[src/rtl/minbd_pkg.sv]
// Shared MinBD router definitions: flit width, slot indices, route codes.
package minbd_pkg;

    localparam int FLIT_W = 11;

    localparam logic [1:0] SLOT_N = 2'd0;
    localparam logic [1:0] SLOT_S = 2'd1;
    localparam logic [1:0] SLOT_E = 2'd2;
    localparam logic [1:0] SLOT_W = 2'd3;

    localparam logic [2:0] RC_EAST  = 3'b000;
    localparam logic [2:0] RC_WEST  = 3'b001;
    localparam logic [2:0] RC_NORTH = 3'b010;
    localparam logic [2:0] RC_SOUTH = 3'b011;

    typedef logic [FLIT_W-1:0] flit_t;

endpackage

[src/rtl/sb_fifo.sv]
// Side-buffer FIFO: registered storage, head read combinationally from the read pointer.
module sb_fifo #(
    parameter int DEPTH = 4,
    parameter int W     = 11,
    localparam int AW   = $clog2(DEPTH),
    localparam int CW   = AW + 1
) (
    input  logic          clk,
    input  logic          rst_n,
    input  logic          push,
    input  logic [W-1:0]  din,
    input  logic          pop,
    output logic [W-1:0]  dout,
    output logic [CW-1:0] count,
    output logic          full,
    output logic          empty
);

    logic [W-1:0]  mem [DEPTH];
    logic [AW-1:0] wr_ptr;
    logic [AW-1:0] rd_ptr;
    logic          push_ok;
    logic          pop_ok;

    assign full    = (count == CW'(DEPTH));
    assign empty   = (count == '0);
    assign push_ok = push && !full;
    assign pop_ok  = pop && !empty;
    assign dout    = mem[rd_ptr];

    // Storage needs no reset: count gates every read of it.
    always_ff @(posedge clk) begin
        if (push_ok) mem[wr_ptr] <= din;
    end

    always_ff @(posedge clk or negedge rst_n) begin
        if (!rst_n) begin
            wr_ptr <= '0;
            rd_ptr <= '0;
            count  <= '0;
        end else begin
            if (push_ok) wr_ptr <= wr_ptr + AW'(1);
            if (pop_ok)  rd_ptr <= rd_ptr + AW'(1);
            count <= count + CW'(push_ok) - CW'(pop_ok);
        end
    end

endmodule

[src/rtl/buff_reinject.sv]
// MinBD side-buffer store and re-injection into empty N/S/E/W slots.
// Define BUFF_REINJECT_RR_EN for round-robin slot search; default is fixed N>S>E>W.
module buff_reinject
    import minbd_pkg::*;
#(
    parameter int DEPTH  = 4,
    parameter int FLIT_W = minbd_pkg::FLIT_W,
    localparam int CW    = $clog2(DEPTH) + 1
) (
    input  logic              clk,
    input  logic              rst_n,
    input  logic [FLIT_W-1:0] sb_flit,
    input  logic              sb_valid,
    output logic              sb_ready,
    input  logic [FLIT_W-1:0] n_in,
    input  logic [FLIT_W-1:0] s_in,
    input  logic [FLIT_W-1:0] e_in,
    input  logic [FLIT_W-1:0] w_in,
    input  logic              n_vld,
    input  logic              s_vld,
    input  logic              e_vld,
    input  logic              w_vld,
    output logic [FLIT_W-1:0] n_out,
    output logic [FLIT_W-1:0] s_out,
    output logic [FLIT_W-1:0] e_out,
    output logic [FLIT_W-1:0] w_out,
    output logic              n_ovld,
    output logic              s_ovld,
    output logic              e_ovld,
    output logic              w_ovld,
    output logic [CW-1:0]     sb_count,
    output logic              inj_fire
);

    // Handshake: a flit transfers on a clk edge where sb_valid && sb_ready;
    // sb_ready depends only on registered occupancy, never on sb_valid.
    logic [FLIT_W-1:0] slot_in [4];
    logic [FLIT_W-1:0] slot_q  [4];
    logic [3:0]        vld;
    logic [3:0]        ovld_q;
    logic [FLIT_W-1:0] head;
    logic              full;
    logic              empty;
    logic              pop;
    logic [1:0]        sel;

    assign slot_in[SLOT_N] = n_in;
    assign slot_in[SLOT_S] = s_in;
    assign slot_in[SLOT_E] = e_in;
    assign slot_in[SLOT_W] = w_in;
    assign vld = {w_vld, e_vld, s_vld, n_vld};

    assign sb_ready = !full;
    assign pop      = !empty && (vld != 4'hF);

    sb_fifo #(.DEPTH(DEPTH), .W(FLIT_W)) u_fifo (
        .clk   (clk),
        .rst_n (rst_n),
        .push  (sb_valid && sb_ready),
        .din   (sb_flit),
        .pop   (pop),
        .dout  (head),
        .count (sb_count),
        .full  (full),
        .empty (empty)
    );

`ifdef BUFF_REINJECT_RR_EN
    logic [1:0] rr_ptr;

    always_comb begin
        logic       found;
        logic [1:0] idx;
        sel   = rr_ptr;
        found = 1'b0;
        for (int k = 0; k < 4; k++) begin
            idx = rr_ptr + 2'(k);
            if (!found && !vld[idx]) begin
                sel   = idx;
                found = 1'b1;
            end
        end
    end

    always_ff @(posedge clk or negedge rst_n) begin
        if (!rst_n)   rr_ptr <= SLOT_N;
        else if (pop) rr_ptr <= sel + 2'd1;
    end
`else
    // Scan from W down to N so the lowest-numbered empty slot wins.
    always_comb begin
        sel = SLOT_N;
        for (int k = 3; k >= 0; k--) begin
            if (!vld[k]) sel = 2'(k);
        end
    end
`endif

    always_ff @(posedge clk or negedge rst_n) begin
        if (!rst_n) begin
            for (int i = 0; i < 4; i++) slot_q[i] <= '0;
            ovld_q   <= '0;
            inj_fire <= 1'b0;
        end else begin
            for (int i = 0; i < 4; i++) begin
                if (vld[i])                   slot_q[i] <= slot_in[i];
                else if (pop && sel == 2'(i)) slot_q[i] <= head;
                else                          slot_q[i] <= '0;
                ovld_q[i] <= vld[i] || (pop && sel == 2'(i));
            end
            inj_fire <= pop;
        end
    end

    assign n_out  = slot_q[SLOT_N];
    assign s_out  = slot_q[SLOT_S];
    assign e_out  = slot_q[SLOT_E];
    assign w_out  = slot_q[SLOT_W];
    assign n_ovld = ovld_q[SLOT_N];
    assign s_ovld = ovld_q[SLOT_S];
    assign e_ovld = ovld_q[SLOT_E];
    assign w_ovld = ovld_q[SLOT_W];

endmodule

[config.mk]
export PLATFORM = sky130hd
export DESIGN_NAME = buff_reinject
export DESIGN_NICKNAME = d
export VERILOG_FILES = /design/src/rtl/minbd_pkg.sv /design/src/rtl/sb_fifo.sv /design/src/rtl/buff_reinject.sv
export SDC_FILE = /design/constraint.sdc
export NUM_CORES = 1
export LEC_CHECK = 0
export ABC_AREA = 1
export ABC_CLOCK_PERIOD_IN_PS = 4700
export BUFFER_PORTS_ARGS = -buffer_cell sky130_fd_sc_hd__buf_4
export CELL_PAD_IN_SITES_DETAIL_PLACEMENT = 0
export CELL_PAD_IN_SITES_GLOBAL_PLACEMENT = 1
export CORE_AREA = 5 5 159 100
export CTS_CLUSTER_DIAMETER = 40
export DETAILED_ROUTE_END_ITERATION = 8
export DIE_AREA = 0 0 164 105
export PLACE_DENSITY_LB_ADDON = 0.1
export SETUP_SLACK_MARGIN = 0.1
export SYNTH_ARGS = -nofsm -noshare
export SYNTH_HDL_FRONTEND = slang
export SYNTH_HIERARCHICAL = 1
export SYNTH_SLANG_ARGS = --single-unit
[constraint.sdc]
create_clock -name clk -period 4.7 [get_ports clk]
set_clock_uncertainty 0.1 [all_clocks]
set_input_delay 0.235 -clock clk [delete_from_list [all_inputs] [get_ports clk]]
set_output_delay 0.235 -clock clk [all_outputs]
set_load 0.02 [all_outputs]
# == After elaboration in Yosys (flattened, before gate mapping) ==
# Memory sizes are Yosys's and may differ from the RTL's.
# Index checks and enable logic that the tools add are counted.
# totals
output_inout_bits,53
word_cells,49
ff_bits,56
n_memories,1
ramBits,44
# op_classes
reduce_logical,16
n_mux,14
eq_ne,5
n_addsub,4
# memory_table
memory,depth,word_bits,rd,rd_ports_with_merged_regs,write_ports,line_no,rtl
u_fifo.mem,4,11,1,0,1,sb_fifo.sv:19,logic [W-1:0] mem [DEPTH];
# op_table
cell,n
11-bit 2-to-1 mux,8
1-bit logical AND,8
2-bit 2-to-1 mux,4
"2-bit by 1-bit adder with 2-bit output, second input constant",2
"2-bit == test, second input constant",2
1-bit logical OR,4
"4-bit != test, second input constant",1
3-bit by 1-bit adder with 3-bit output,1
"3-bit == test, second input constant",1
3-bit zero test,1
3-bit by 1-bit subtractor with 3-bit output,1
"2-bit by 1-bit == test with 1-bit output, second input constant",1
1-bit zero test,2
2-bit zero test,1
1-bit 2-to-1 mux,2

# == Depth between registers and ports, before layout ==
# logic_depth
word_depth,8
mapped_depth,14
ltp_nobuf,14

# == Hierarchy ==
# The synthesis kept the hierarchy.
# by_module_without_submodules
mod,area_per_inst_um2,n_inst,seq_area_each_um2,cells_per_inst
sb_fifo,2207.1,1,1496.4,198
buff_reinject,1993.2,1,1226.2,202

# == Worst setup path after synthesis ==
# No wires, ideal clock.
# synth_path
path_kind,register -> register
from,register u_fifo.count[1]
to,register u_fifo.count[2]
period_less_slack_ps,2443
arrival_ps,2278
stages_incl_launch_ff,15
n_path_buf,0
path_slack_ps,2257
setup_time_ps,65
required_ps,4535
cell_sequence,dfrtp_1 -> nor2_1 -> nand2_1 -> inv_1 -> inv_2 -> nand2_1 -> o21ai_0 -> nand2_1 -> inv_1 -> ha_1 -> inv_1 -> ha_1 -> fa_1 -> nand3b_1 -> nand2_1
# synth_between
word_cells_on_any_way,10
# synth_rtl
element,line_no,rtl
start: declaration,sb_fifo.sv:14,"output logic [CW-1:0] count,"
start signal: assignment,sb_fifo.sv:44,count <= count + CW'(push_ok) - CW'(pop_ok);
3-bit zero test,sb_fifo.sv:26,assign empty = (count == '0);
via empty,buff_reinject.sv:43,logic empty;
1-bit zero test,buff_reinject.sv:54,assign pop = !empty && (vld != 4'hF);
1-bit logical AND,buff_reinject.sv:54,
via pop,buff_reinject.sv:44,logic pop;
1-bit logical AND,sb_fifo.sv:28,assign pop_ok = pop && !empty;
via u_fifo.pop_ok,sb_fifo.sv:23,logic pop_ok;
3-bit by 1-bit subtractor with 3-bit output,sb_fifo.sv:44,
# The timed path passes the listed nets, and every way through them passes these cells.
# A chain may end at the register's enable or synchronous reset.

# == Worst setup path in the final report ==
# Same ends and word-level chain as after synthesis.

==> flow_summary.ini <==
[detailed_routing]
dr.pass1.iters = 4
drt_iter0_markers = 164
drc = 0
ant_nets = 0
vias_per_cell = 4.15
avgRoutedWirePerCell_um = 15.7
wirelength_um = 11700
via_count = 3095

[cells_and_area]
diodes = 0
syn_to_final_growth_pct = 38.9
final_nets = 612
multi_input_area_um2 = 1170
fillCellCount = 1439
layout_common_cells = 115 x buf_4, 108 x nand2_1, 56 x dfrtp_1, 44 x edfxtp_1, 41 x inv_1
seqCellArea_um2 = 2720
layout_commonest_cell = buf_4
drive_gt1_share_pct = 28.5

[placed_design]
dp_hpwl_um = 8620
place_congestion = 0.783
io_buffer_count = 114

[sta]
tns_ps = 0
relSlewSlack_pct = 21.5
hold_violations = 0
finalCriticalPeriod_ps = 2630
finalCritPeriodShare_pct = 56.0
setup_violations = 0
finalHoldWorstSlack_ps = 9.53
tightest_slew_ps = 1170
slew_viol_final = 0
fmax_mhz = 380
rsz0062_at_grt = false

[yosys]
syn-num-nets = 469
yosysUniqueCellTypes = 23
syn_inst = 400
syn_area_per_cell_um2 = 10.5
synth_sequential_area_ratio_pct = 64.8
synth_area_um2 = 4200
synth_seq_cells = 100
yosys_warnings = 6

[cts]
clk_latency_ps = 350
cts_max_level = 3
root_buffer = clkbuf_16
cts_tree = done
clkTransAtPathRegs_ps = 70
numCtsBuffers = 9
cts_buffer_depth = 2
cts_resized = 0
cts_num_sinks = 100

[critical_path]
critPathCaptureType = flop
worst_r2r_startpoint = u_fifo/count[1]$_DFF_PN0_
critPathRequiredTime_ps = 4880
ff2ff_setup_slack_ps = 2070
cp-start-kind = flop
r2r_cells = 14
crit_type = flop to flop
timing.rr.end = u_fifo/count[2]$_DFF_PN0_
worstPathArrival_ps = 2820
path_max_fanout = 5

[die]
die-area_um2 = 17200
core-area_um2 = 14200
pin_count = 115
dieWidth_um = 164
die_h_um = 105
std_cell_rows = 34
initial_core_util_pct = 29.6

[run_status]
outcome = finished clean

[grt]
antenna_found_initial = 0
grt_max_degree = 57
grt_overflow_total = 0
grt_pass1_vias = 3176
grt_use_total_pct = 13.8
grt_pass1_wl_um = 18200

[job]
drv_cap = 0

[worst_hold_path]
whs_path_depth = 3
min-delay-start = s_in[7]
holdPathEnd = s_out[7]$_DFF_PN0_
hp-class = primary input to flop

[power_and_ir_drop]
powerDensity_nw_per_um2 = 539
leakage_nw = 2.73
vdd_drop_max_v = 0.000185
==> critical path, stage by stage (launching register included) <==
cell      delay, ps
dfrtp_1         410
nor2_1          150
nand2_1         140
inv_1           140
inv_2            60
nand2_1         100
o21ai_0         200
nand2_1         140
inv_1            50
ha_1            270
inv_1            40
ha_1            180
fa_1            370
nand3b_1        160
nand2_1          70
==> sequential cells by signal, summed over array words and instances, names as in the netlist <==
name / cells
s_out: 11
u_fifo/rd_ptr: 2
ovld_q: 4
e_out: 11
u_fifo/mem: 44
u_fifo/wr_ptr: 2
inj_fire: 1
n_out: 11
u_fifo/count: 3
w_out: 11
==> worst max path at each step <==
stage                                   start                   endpoint  slack (ps)  cells past startpoint
finish              u_fifo/count[1]$_DFF_PN0_  u_fifo/count[2]$_DFF_PN0_        2070                     14
global route        u_fifo/count[1]$_DFF_PN0_  u_fifo/count[2]$_DFF_PN0_        1810                     14
CTS                 u_fifo/count[1]$_DFF_PN0_  u_fifo/count[2]$_DFF_PN0_        2030                     14
detailed placement  u_fifo/count[1]$_DFF_PN0_  u_fifo/count[2]$_DFF_PN0_        2060                     14
global placement    u_fifo/count[1]$_DFF_PN0_  u_fifo/count[2]$_DFF_PN0_        2140                     14
floorplan           u_fifo/count[1]$_DFF_PN0_  u_fifo/count[2]$_DFF_PN0_        2260                     14
==> stage by stage <==
stage / instance area, um^2 / cells / total power, mW / util [%] / setup WS [ps]
finish: 5830 / 746 / 3.14 / 41.1 / 2070
global route: 5830 / 746 / 3.37 / 41.1 / 1810
CTS: 5800 / 743 / 3.19 / 40.8 / 2030
detailed placement: 5170 / 695 / 2.38 / 36.4 / 2060
global placement: 5170 / 695 / 2.37 / 36.4 / 2140
floorplan: 4200 / 400 / 1.95 / - / 2260
==> per-layer routing <==
layer	up-vias	routed length, um	track usage [%]	part of all wire (%)
met5	-	0	0	0
met4	0	95	2.93	0.81
met3	11	663	4.48	5.6
met2	69	4900	19.0	42
met1	1448	6070	20.9	52
li1	1567	-	-	-
==> report_power, final <==
part | internal, mW | total [mW] | leakage (nW) | switching (mW)
clock | 0.427 | 0.777 | 0.152 | 0.350
sequential | 1.12 | 1.20 | 1.09 | 0.0775
combinational | 0.389 | 1.17 | 1.48 | 0.779
total | 1.94 | 3.14 | 2.73 | 1.21
==> cell usage after synthesis <==
library cell  count  area (um^2)
edfxtp_1         44         1320
a21oi_1           8         40.0
fa_1              1         20.0
clkinv_1          1         3.75
a21oi_2           8         70.1
nor2_2            1         6.26
ha_1              6         75.1
buf_6             8         90.1
dfrtp_1          56         1400
clkbuf_1          2         7.51
inv_2             3         11.3
o21ai_1          20          100
nand3_1           6         30.0
nand2_4           1         11.3
nand2_1         108          405
o21bai_2          1         11.3
buf_2             6         30.0
buf_4             2         15.0
nor2_1           37          139
nand3_2          11          110
nand3b_1          1         7.51
o21ai_0          28          140
inv_1            41          154
==> cell type report <==
type	count	share of cell area [%]
clock buffer	9	3.86
clock inverter	7	1.52
inverter	45	2.90
multi-input combinational	237	20.0
sequential	100	46.7
tap	198	4.25
timing repair buffer	150	20.8
==> cells by family after synthesis <==
logic type,after synthesis,synth area share [%]
and+or+nand+nor,165,16.9
DFF,100,64.8
AOI/OAI and AO/OA,65,8.61
buffers and inverters,63,7.42
adders and majority gates,7,2.26
==> what timing repair did <==
action                                 in CTS  in global routing
endpoints found under the hold margin     113                  6
buffers inserted                            0                  0
hold buffers                               32                  3
Power figures use the tool's default switching activity.
